==> src/rtl/scan_loader_if.sv <==
// Host-side configuration word bus: valid/ready handshake carrying 32-bit bitstream words.
// No logic inside; the loader is the slave and the bitstream source is the master.
// A word moves on any rising clk edge where cfg_valid && cfg_ready.
interface scan_loader_if;
  logic        cfg_valid;
  logic        cfg_ready;
  logic [31:0] cfg_data;

  modport master (output cfg_valid, output cfg_data, input cfg_ready);
  modport slave  (input cfg_valid, input cfg_data, output cfg_ready);
endinterface

==> src/rtl/scan_loader.sv <==
// Serialises a 32-bit word stream into the CLB chain, then the connection chain, two clk cycles per bit.
// Latency: a word accepted in cycle N drives its bit 0 in N+1 (phase 0); scan_clk rises in N+2.
// Backpressure: cfg_ready only while loading with an empty buffer; optional readback (SCAN_LOADER_READBACK_EN) has none.
module scan_loader #(
  parameter int CLB_BITS  = 2048,
  parameter int CONN_BITS = 8192
) (
  input  logic         clk,
  input  logic         reset,
  input  logic         start,
  scan_loader_if.slave cfg,
  output logic         scan_clk,
  output logic         clb_scan_in,
  output logic         clb_scan_en,
  output logic         conn_scan_in,
  output logic         conn_scan_en,
  output logic         busy,
  output logic         done
`ifdef SCAN_LOADER_READBACK_EN
  ,
  input  logic         clb_scan_out,
  input  logic         conn_scan_out,
  output logic         rb_valid,
  output logic [31:0]  rb_data
`endif
);

  localparam int MAX_BITS = (CLB_BITS > CONN_BITS) ? CLB_BITS : CONN_BITS;
  localparam int CNT_W    = $clog2(MAX_BITS + 1);

  typedef enum logic [1:0] {IDLE, LOAD_CLB, LOAD_CONN, DONE} state_e;

  state_e           state_q, state_d;
  logic             phase_q, phase_d;   // 0: set up scan_in, 1: scan_clk high
  logic [31:0]      word_q, word_d;     // current word, bit 0 is next out
  logic [5:0]       bits_q, bits_d;     // bits left in word_q (0 = empty)
  logic [CNT_W-1:0] cnt_q, cnt_d;       // bits left in the active chain

  logic in_load;
  logic shift_bit;
  logic last_bit;

  assign in_load   = (state_q == LOAD_CLB) || (state_q == LOAD_CONN);
  assign shift_bit = in_load && phase_q;
  assign last_bit  = shift_bit && (cnt_q == CNT_W'(1));

  assign cfg.cfg_ready = in_load && (bits_q == 6'd0);
  assign scan_clk      = phase_q;
  assign clb_scan_en   = (state_q == LOAD_CLB);
  assign conn_scan_en  = (state_q == LOAD_CONN);
  assign clb_scan_in   = clb_scan_en && word_q[0];
  assign conn_scan_in  = conn_scan_en && word_q[0];
  assign busy          = in_load;
  assign done          = (state_q == DONE);

  // State register and datapath flops, synchronous reset
  always_ff @(posedge clk) begin
    if (reset) begin
      state_q <= IDLE;
      phase_q <= 1'b0;
      word_q  <= '0;
      bits_q  <= '0;
      cnt_q   <= '0;
    end else begin
      state_q <= state_d;
      phase_q <= phase_d;
      word_q  <= word_d;
      bits_q  <= bits_d;
      cnt_q   <= cnt_d;
    end
  end

  // Next state: word intake, two-phase bit shifting, chain hand-over
  always_comb begin
    state_d = state_q;
    phase_d = phase_q;
    word_d  = word_q;
    bits_d  = bits_q;
    cnt_d   = cnt_q;
    case (state_q)
      LOAD_CLB, LOAD_CONN: begin
        if (cfg.cfg_ready && cfg.cfg_valid) begin
          word_d = cfg.cfg_data;
          bits_d = 6'd32;
        end else if (!phase_q) begin
          // an empty buffer stalls here with scan_clk low
          if (bits_q != 6'd0) phase_d = 1'b1;
        end else begin
          phase_d = 1'b0;
          word_d  = word_q >> 1;
          bits_d  = bits_q - 6'd1;
          if (cnt_q != '0) cnt_d = cnt_q - CNT_W'(1);
          if (last_bit) begin
            // leftover bits of a word never spill into the next chain
            word_d = '0;
            bits_d = '0;
            if (state_q == LOAD_CLB) begin
              state_d = LOAD_CONN;
              cnt_d   = CNT_W'(CONN_BITS);
            end else begin
              state_d = DONE;
            end
          end
        end
      end
      default: begin
        if (start) begin
          state_d = LOAD_CLB;
          phase_d = 1'b0;
          word_d  = '0;
          bits_d  = '0;
          cnt_d   = CNT_W'(CLB_BITS);
        end
      end
    endcase
  end

`ifdef SCAN_LOADER_READBACK_EN
  logic [4:0]  rb_cnt_q, rb_cnt_d;
  logic [31:0] rb_sr_q, rb_sr_d;
  logic [31:0] rb_data_q, rb_data_d;
  logic        rb_valid_q, rb_valid_d;
  logic        rb_bit;
  logic [31:0] rb_word;

  assign rb_bit   = clb_scan_en ? clb_scan_out : conn_scan_out;
  assign rb_valid = rb_valid_q;
  assign rb_data  = rb_data_q;

  // Readback flops, synchronous reset
  always_ff @(posedge clk) begin
    if (reset) begin
      rb_cnt_q   <= '0;
      rb_sr_q    <= '0;
      rb_data_q  <= '0;
      rb_valid_q <= 1'b0;
    end else begin
      rb_cnt_q   <= rb_cnt_d;
      rb_sr_q    <= rb_sr_d;
      rb_data_q  <= rb_data_d;
      rb_valid_q <= rb_valid_d;
    end
  end

  // Collect scan_out bits by position; flush on full word or chain end (zero high bits)
  always_comb begin
    rb_cnt_d   = rb_cnt_q;
    rb_sr_d    = rb_sr_q;
    rb_data_d  = rb_data_q;
    rb_valid_d = 1'b0;
    rb_word    = rb_sr_q;
    rb_word[rb_cnt_q] = rb_bit;
    if (shift_bit) begin
      if (last_bit || (rb_cnt_q == 5'd31)) begin
        rb_valid_d = 1'b1;
        rb_data_d  = rb_word;
        rb_sr_d    = '0;
        rb_cnt_d   = '0;
      end else begin
        rb_sr_d  = rb_word;
        rb_cnt_d = rb_cnt_q + 5'd1;
      end
    end
  end
`endif

endmodule

==> src/flat_wrapper.sv <==
// flat-port wrapper written by rule: the top's interface ports become plain ports
module scan_loader_flat 
#(
  parameter int CLB_BITS  = 2048,
  parameter int CONN_BITS = 8192
)
  (clk, reset, start, scan_clk, clb_scan_in, clb_scan_en, conn_scan_in, conn_scan_en, busy, done, cfg_cfg_valid, cfg_cfg_data, cfg_cfg_ready);
  scan_loader_if cfg_i ();
  input  logic clk;
  input  logic reset;
  input  logic start;
  output logic scan_clk;
  output logic clb_scan_in;
  output logic clb_scan_en;
  output logic conn_scan_in;
  output logic conn_scan_en;
  output logic busy;
  output logic done;
  input wire logic [$bits(cfg_i.cfg_valid)-1:0] cfg_cfg_valid;
  input wire logic [$bits(cfg_i.cfg_data)-1:0] cfg_cfg_data;
  output wire logic [$bits(cfg_i.cfg_ready)-1:0] cfg_cfg_ready;
  assign cfg_i.cfg_valid = cfg_cfg_valid;
  assign cfg_i.cfg_data = cfg_cfg_data;
  assign cfg_cfg_ready = cfg_i.cfg_ready;
  scan_loader #(.CLB_BITS(CLB_BITS), .CONN_BITS(CONN_BITS)) u_core (.clk(clk), .reset(reset), .start(start), .cfg(cfg_i), .scan_clk(scan_clk), .clb_scan_in(clb_scan_in), .clb_scan_en(clb_scan_en), .conn_scan_in(conn_scan_in), .conn_scan_en(conn_scan_en), .busy(busy), .done(done));
endmodule
==> config.mk <==
export PLATFORM = sky130hd
export DESIGN_NAME = scan_loader_flat
export DESIGN_NICKNAME = d
export VERILOG_FILES = /design/src/rtl/scan_loader_if.sv /design/src/rtl/scan_loader.sv /design/src/flat_wrapper.sv
export SDC_FILE = /design/constraint.sdc
export NUM_CORES = 1
export LEC_CHECK = 0
export CAP_MARGIN = 5
export CORE_ASPECT_RATIO = 2
export CORE_MARGIN = 2
export CORE_UTILIZATION = 53
export CTS_BUF_LIST = sky130_fd_sc_hd__clkbuf_16
export DETAILED_ROUTE_END_ITERATION = 16
export GPL_TIMING_DRIVEN = 0
export PLACE_DENSITY = 0.77
export SLEW_MARGIN = 15
export SYNTH_ARGS = -nofsm -noshare
export SYNTH_HDL_FRONTEND = slang
export SYNTH_SLANG_ARGS = --single-unit
==> constraint.sdc <==
create_clock -name clk -period 2.7 [get_ports clk]
set_input_delay 0.405 -clock clk [delete_from_list [all_inputs] [get_ports clk]]
set_output_delay 0.405 -clock clk [all_outputs]
set_load 0.05 [all_outputs]
==> impl_metrics.toml <==
[setup_path]
crit_fanout = 10
endpoint_kind = "primary output"
path_common_cell = "inv_1"
slowest_stage = "dfxtp_1"
crit_family = "buffers and inverters"
start_kind = "flip-flop"
cp.arrival_ns = 2.20
worstPathRequired_ns = 2.30
critical_path_buf_inv_count = 4
crit_chain = "inv_1 -> ha_1 -> clkbuf_1 -> inv_1 -> and2_1 -> dlygate4sd2_1"
crit_type = "reg2out"
cpPeakStageDelay_ns = 0.41

[synth]
synth_top_area_share_pct = 40.2
yosys_warnings = 0
syn_nets = 356
ys.flop_type = "dfxtp_1"
ys_seq_area_share_pct = 40.2
yosysUniqueCellTypes = 57
syn-cell-area_mm2 = 0.00274
ys_ff_latch = 55
syn_inst = 312
synth-edff-count = 0
synth.avg_cell_area_um2 = 8.77
async_flop_share_pct = 0
synth_area_leaders = "dfxtp_1, nand2_1, a222oi_1"
yosysTopAreaCell = "dfxtp_1"

[global_routing]
grt_max_degree = 20
overflow = 0
first_global_vias = 2409
grt_first_pass_wirelength_mm = 10.3
antenna_found_initial = 0
track_usage_pct = 23.0

[placement]
gp_congestion = 0.938
portBuffers = 42
post-dp-hpwl_mm = 4.49
dp_slack_ns = 0.146

[timing]
max-slew-margin-rel_pct = 49.9
min_period_ns = 2.61
fin_skew_ns = 0.00683
setup_viol = 0
maxSlewViolCount = 0
setup_tns_ns = 0
hold-worst-slack_ns = 0.438
fin_crit_sh_pct = 96.5
worst_pin_slew_ns = 0.733
setup_slack_ns = 0.0947
rsz0062_at_grt = "no"
fmax_mhz = 384
finalHoldViolCount = 0

[power]
p_leak_nw = 1.41
p_seq_share_pct = 41.3
p_int_mw = 1.53
power_mw = 2.18
p_clk_share_pct = 34.5
p_sw_share_pct = 29.9
ir_drop_mv = 0.580
power-per-cell-area_mw_per_mm2 = 641
p_sw_mw = 0.653
combinationalPowerShare_pct = 24.2

[die]
core_mm2 = 0.00505
die_w_um = 54.8
io_pins = 44
rows = 37
die_area_mm2 = 0.00579
die_h_um = 106
initial_core_util_pct = 54.2

[detailed_routing]
via_per_inst = 6.07
drt-total-wl_mm = 6.19
drtIter0Drc = 162
vias = 2548
wl_per_cell_um = 14.7
drtAntennaViolNets = 0
drc = 0
first_pass_iters = 5

[clock_network]
hold_buffers = 0
cts_tree = "done"
cts_setup_buffers = 0
clock_latency_ns = 0.29
numCtsBuffers = 5
htreeDepth = 2
root_buffer = "clkbuf_16"
cts_resized = 2
clk_pin_slew_ns = 0.08
cts_buffer_depth = 2
cts_sinks = 55

[layout]
area_growth_pct = 24.5
utilization_pct = 67.5
n_antenna_cell = 0
nFillCells = 410
drive_above_1_share_pct = 10.2
nNetsFinal = 405

[hold_path]
hold_path_class = "reg2reg"

[job]
maxCapViolations = 0

[run_status]
status = "complete, no violations"
[through the flow]
step,cell area (µm²),cells
5_1_grt,3410,420
2_1_floorplan,2740,312
4_1_cts,3400,420
3_3_place_gp,3230,412
6_report,3410,420
3_5_place_dp,3230,412
[power by group through the flow]
| stage | registers, mW | clock network, mW | logic [mW] |
|---|---|---|---|
| 6_report | 0.902 | 0.753 | 0.529 |
| 5_1_grt | 0.907 | 0.795 | 0.583 |
| 4_1_cts | 0.900 | 0.771 | 0.525 |
| 3_5_place_dp | 0.919 | 0 | 0.523 |
| 3_3_place_gp | 0.916 | 0 | 0.516 |
| 2_1_floorplan | 0.915 | 0 | 0.375 |
[worst reg2reg max path: stages, from the launching register on]
cell      delay [ns]
dfxtp_1         0.41
inv_1           0.07
ha_1            0.33
clkbuf_1        0.24
inv_1           0.17
nand2_1         0.09
nor4_2          0.51
buf_2           0.32
a22oi_1         0.09
nand2_1         0.08
[cells in the final DEF, fill, tap and decap left out, drive strengths merged, types with 3 or more instances in the layout]
master | Yosys | routed
o21ai | 12 | 12
dfxtp | 55 | 55
or4 | 3 | 3
buf | 11 | 11
nand3 | 6 | 6
clkbuf | 5 | 10
or3 | 6 | 6
clkdlybuf4s50 | 0 | 40
a31oi | 5 | 5
nor4 | 7 | 7
a222oi | 16 | 16
nor3 | 8 | 8
nand2 | 43 | 43
nor2 | 34 | 34
a21oi | 15 | 15
and2 | 4 | 4
o22ai | 3 | 3
ha | 8 | 8
inv | 15 | 17
nand2b | 3 | 3
xor2 | 5 | 5
a22oi | 17 | 17
[path summary, 6_finish.rpt]
| check | startpoint | to | slack, ns | depth (start not counted) |
|---|---|---|---|---|
| worst max-delay path | u_core.state_q[0] | cfg_cfg_ready | 0.09 | 6 |
| worst min-delay path | u_core.word_q[20] | u_core.word_q[20] | 0.44 | 2 |
| worst max register to register | u_core.state_q[0] | u_core.word_q[28] | 0.34 | 9 |
| worst min register to register | u_core.word_q[20] | u_core.word_q[20] | 0.44 | 2 |
[sequential cells by signal, summed over array words and instances (netlist names)]
name	cells
u_core.word_q	32
u_core.cnt_q	14
u_core.state_q	2
u_core.bits_q	6
u_core.scan_clk	1
[final cells by class]
class / count / area [µm²] / share of cell area [%]
clock buffers: 5 / 125 / 3.67
multi-input cells: 226 / 1490 / 43.9
plain buffers: 16 / 88.8 / 2.61
inverters: 15 / 56.3 / 1.65
repair buffers: 42 / 418 / 12.3
flip-flops and latches: 55 / 1100 / 32.3
clock inverters: 3 / 50.0 / 1.47
well taps: 58 / 72.6 / 2.13
[per-layer routing]
metal	wire length (µm)	track usage, %
met3	358	3.12
met2	2950	35.1
met1	2780	32.1
met4	96	8.21
met5	0	0
[cells by family (layout without fill, tap and decap cells)]
logic type | Yosys count | count (layout) | share of synthesized area (%)
AND/OR/NAND/NOR | 132 | 132 | 27.2
AO/OA/AOI/OAI | 79 | 79 | 21.3
flip-flops | 55 | 55 | 40.2
buffers and inverters | 31 | 81 | 5.30
adder cells (fa/ha/maj) | 8 | 8 | 3.66
XOR/XNOR | 5 | 5 | 1.60
multiplexers | 2 | 2 | 0.732
[synthesized netlist by cell type (2+ instances only)]
cell / number
or3_1: 6
o21ai_0: 8
nor2_1: 32
clkbuf_1: 5
a222oi_1: 16
o22ai_1: 3
or4b_1: 2
or4_1: 2
a2111oi_0: 2
mux2i_1: 2
and4_1: 2
a21oi_1: 15
buf_6: 2
inv_1: 15
nand2b_1: 3
nor4_1: 3
and2_1: 4
a31oi_1: 5
buf_2: 8
nand3_1: 5
nor4_2: 3
dfxtp_1: 55
nand3b_1: 2
and3_1: 2
nand2_1: 43
nor3_1: 6
o21ai_1: 3
a22oi_1: 17
ha_1: 8
nand4_1: 2
xor2_1: 5
Power figures use the tool's default switching activity.
==> patch, RTL diff (config.mk and constraints unchanged) <==
`CLB_BITS` is set to 2048 in 2 places; all go to 8192.
--- a/src/rtl/scan_loader.sv
+++ b/src/rtl/scan_loader.sv
@@ -2,7 +2,7 @@
 // Latency: a word accepted in cycle N drives its bit 0 in N+1 (phase 0); scan_clk rises in N+2.
 // Backpressure: cfg_ready only while loading with an empty buffer; optional readback (SCAN_LOADER_READBACK_EN) has none.
 module scan_loader #(
-  parameter int CLB_BITS  = 2048,
+  parameter int CLB_BITS  = 8192,
   parameter int CONN_BITS = 8192
 ) (
   input  logic         clk,
--- a/src/flat_wrapper.sv
+++ b/src/flat_wrapper.sv
@@ -1,7 +1,7 @@
 // flat-port wrapper written by rule: the top's interface ports become plain ports
 module scan_loader_flat 
 #(
-  parameter int CLB_BITS  = 2048,
+  parameter int CLB_BITS  = 8192,
   parameter int CONN_BITS = 8192
 )
   (clk, reset, start, scan_clk, clb_scan_in, clb_scan_en, conn_scan_in, conn_scan_en, busy, done, cfg_cfg_valid, cfg_cfg_data, cfg_cfg_ready);
Check against the original RTL: no difference found for any inputs over 10 cycles, from zero or initial values and one cycle with reset high; that may be too few to reach the edited logic, so the function may still have changed.
==> patch against the original RTL <==
- non-clock buffer count up 17
- clock skew down 2.8 ps
- sequential share of layout area shrank 0.50 points
- routed wire length grew 13%
- sequential cell count unchanged
- register-to-register slack got worse by 100 ps
- synthesized area up 2.4%
- setup slack better by 51 ps
- global-route usage grew 2.2 points
- cell area up 1.6%
- count of clock-buffer cells in the layout unchanged
- critical path type unchanged
- critical endpoint unchanged
- highest routed layer unchanged
Power is not compared: it rests on default switching activity, and its combinational part moved more than twofold at a synthesized area within 25%.
==> patch: results (changes against the original RTL) <==
- Status: finished clean
- VDD IR-drop max: 0.7068 mV
- Ys flop type: dfxtp_1
- Final HPWL DP: 5307 microns (+18%)
- XOR/XNOR share of the synthesized area: 0% (-1.6 points)
- Synth Area in Adders: 3.573% (-0.085 points)
- Sequential area share after synthesis: 39.30% (-0.93 points)
- Vias in the first global route: 2755 (+14%)
- Leak Pwr: ~0.0012 uW
- Reg clk slew, reported paths: 70 ps
- Synth cell count leaders: 55 x dfxtp_1, 47 x nor2_1, 40 x nor3_1
- Family with the most delay on the worst path: buffers and inverters
- Worst Max-Slew Pin Slew: 613.9 ps (-119.1 ps)
- Antenna violations before repair: 0 (unchanged)
- Share of cells above drive strength 1: 6.905% (-3.3 points)
- Largest net degree at the start of global routing: 17 (-15%)
- Yosys Warn Count: 0 (unchanged)
- Slowest CP cell: dlygate4sd2_1
- GRT Total Usage: 25.13% (+2.2 points)
- Root Driver: clkbuf_16
- Post-synth net total: 382 (+7.3%)
- CP arrival: 2150 ps (-50 ps)
- Cells taking the most area after synthesis: dfxtp_1 39%, a221oi_1 9.7%, nor3_1 7.1%
- Vias per inst: 6.158 (+1.5%)
- First-pass GRT wire length: 12030 microns (+17%)
- Hold depth: 2 (unchanged)
- Clock buffer depth: 2 (unchanged)
- Post-synthesis mux area share: 0.3573% (-0.37 points)
- CTS buffer count: 5 (unchanged)
- DR pass1 iterations: 4 (-1)
- Final WL: 7016 microns (+13%)
- Yosys cell types: 49 (-14%)
- Cts hold-fix bufs: 0 (unchanged)
- Antenna Cells: 0 (unchanged)
- Crit path max fanout: 10 (unchanged)
- Regs by FF count: u_core.word_q: 32 flops, u_core.cnt_q: 14 flops, u_core.bits_q: 6 flops
- H-tree depth: 2 (unchanged)
- R2R depth: 8 (-1)
- Clk_skew: 4.046 ps (-2.788 ps)
- Starting DRT DRC Count: 113 (-30%)
- Crit path largest cell delay: 560 ps (+150 ps)
- Fin nets: 434 (+7.2%)
- Worst Hold Class: reg -> reg
- Compound-Gate Fraction of Synth Area: 24.30% (+3.0 points)
- GPL Wtd Cong: 0.9286 (-1.0%)
- Post-synth ARST share: 0% (unchanged)
- Clk Latency, worst-skew pair: 290 ps (about the same)
- # fillers: 447 (+9.0%)
- IO buf count: 43 (+2.4%)
patch: cell types whose count changed in the layout (fill, tap and decap cells not counted), sizes merged, moves of 8 or more:
cell    unedited run  this run
nand2             43        11
nor3               8        40
a221oi             0        31
clkbuf            10        30
a222oi            16         0
a22oi             17         1
nor2              34        48
a21oi             15        26
inv               17         9
patch: layout make-up:
cell class / count / area, sq um / share of cell area, %
flip-flops and latches: 55 / 1101 / 31.83
well taps: 58 / 72.57 / 2.098
inverters: 9 / 33.78 / 0.9765
plain buffers: 30 / 146.4 / 4.231
clock buffers: 5 / 125.1 / 3.617
multi-input cells: 244 / 1523 / 44.01
repair buffers: 45 / 442.9 / 12.80
clock inverters: 3 / 15.01 / 0.4340
patch: final timing paths:
| check | startpoint | endpoint | slack (ps) |
|---|---|---|---|
| max | u_core.state_q[0] | cfg_cfg_ready | 150 |
| min | u_core.word_q[31] | u_core.word_q[31] | 490 |
| max reg2reg | u_core.state_q[0] | u_core.word_q[12] | 240 |
| min reg2reg | u_core.word_q[31] | u_core.word_q[31] | 490 |
patch: cell families (layout without fill, tap and decap cells):
| logic type | count (synthesis) | count (layout) |
|---|---|---|
| flops | 55 | 55 |
| simple gates | 142 | 142 |
| compound gates | 93 | 93 |
| mux | 1 | 1 |
| buf+inv | 39 | 92 |
| fa+ha+maj | 8 | 8 |
patch: metrics by stage:
step	total power, uW	cell area [sq um]	util (%)	cells	setup slack, ps
floorplan	2168	2801	-	338	250.4
global placement	2533	3304	64.30	439	131.2
detailed placement	2562	3304	64.30	439	112.1
CTS	3175	3442	66.98	447	103.8
global route	3386	3460	67.32	449	14.66
finish	3169	3460	67.32	449	145.9
patch: power by group:
part           internal, uW  switching [uW]  leakage (uW)
sequential             1010             129      0.000447
combinational           525             882      0.000713
clock                   338             287     0.0000649
total                  1870            1300       0.00122
patch: what timing repair did:
item / in CTS / in global routing
endpoints found under the setup margin: 2 / 23
setup buffers: 0 / 2
pin swaps: 0 / 1
gates resized for setup: 2 / 4
patch: metal layers:
| metal | vias to the layer above | wire length (microns) | global-route usage, % | part of all wire, % |
|---|---|---|---|---|
| li1 | 1362 | - | - | - |
| met5 | - | 0 | 0 | 0 |
| met1 | 1307 | 2597 | 23.78 | 37 |
| met3 | 25 | 162 | 3.136 | 2.3 |
| met4 | 0 | 270 | 16.03 | 3.8 |
| met2 | 71 | 3985 | 48.81 | 57 |
patch: worst register-to-register path: stages, from the launching register on:
cell,delay (ps)
dfxtp_1,390
inv_1,80
ha_1,320
clkbuf_1,230
nor3_1,330
clkbuf_2,290
clkbuf_1,360
a221oi_1,100
nor3_1,260
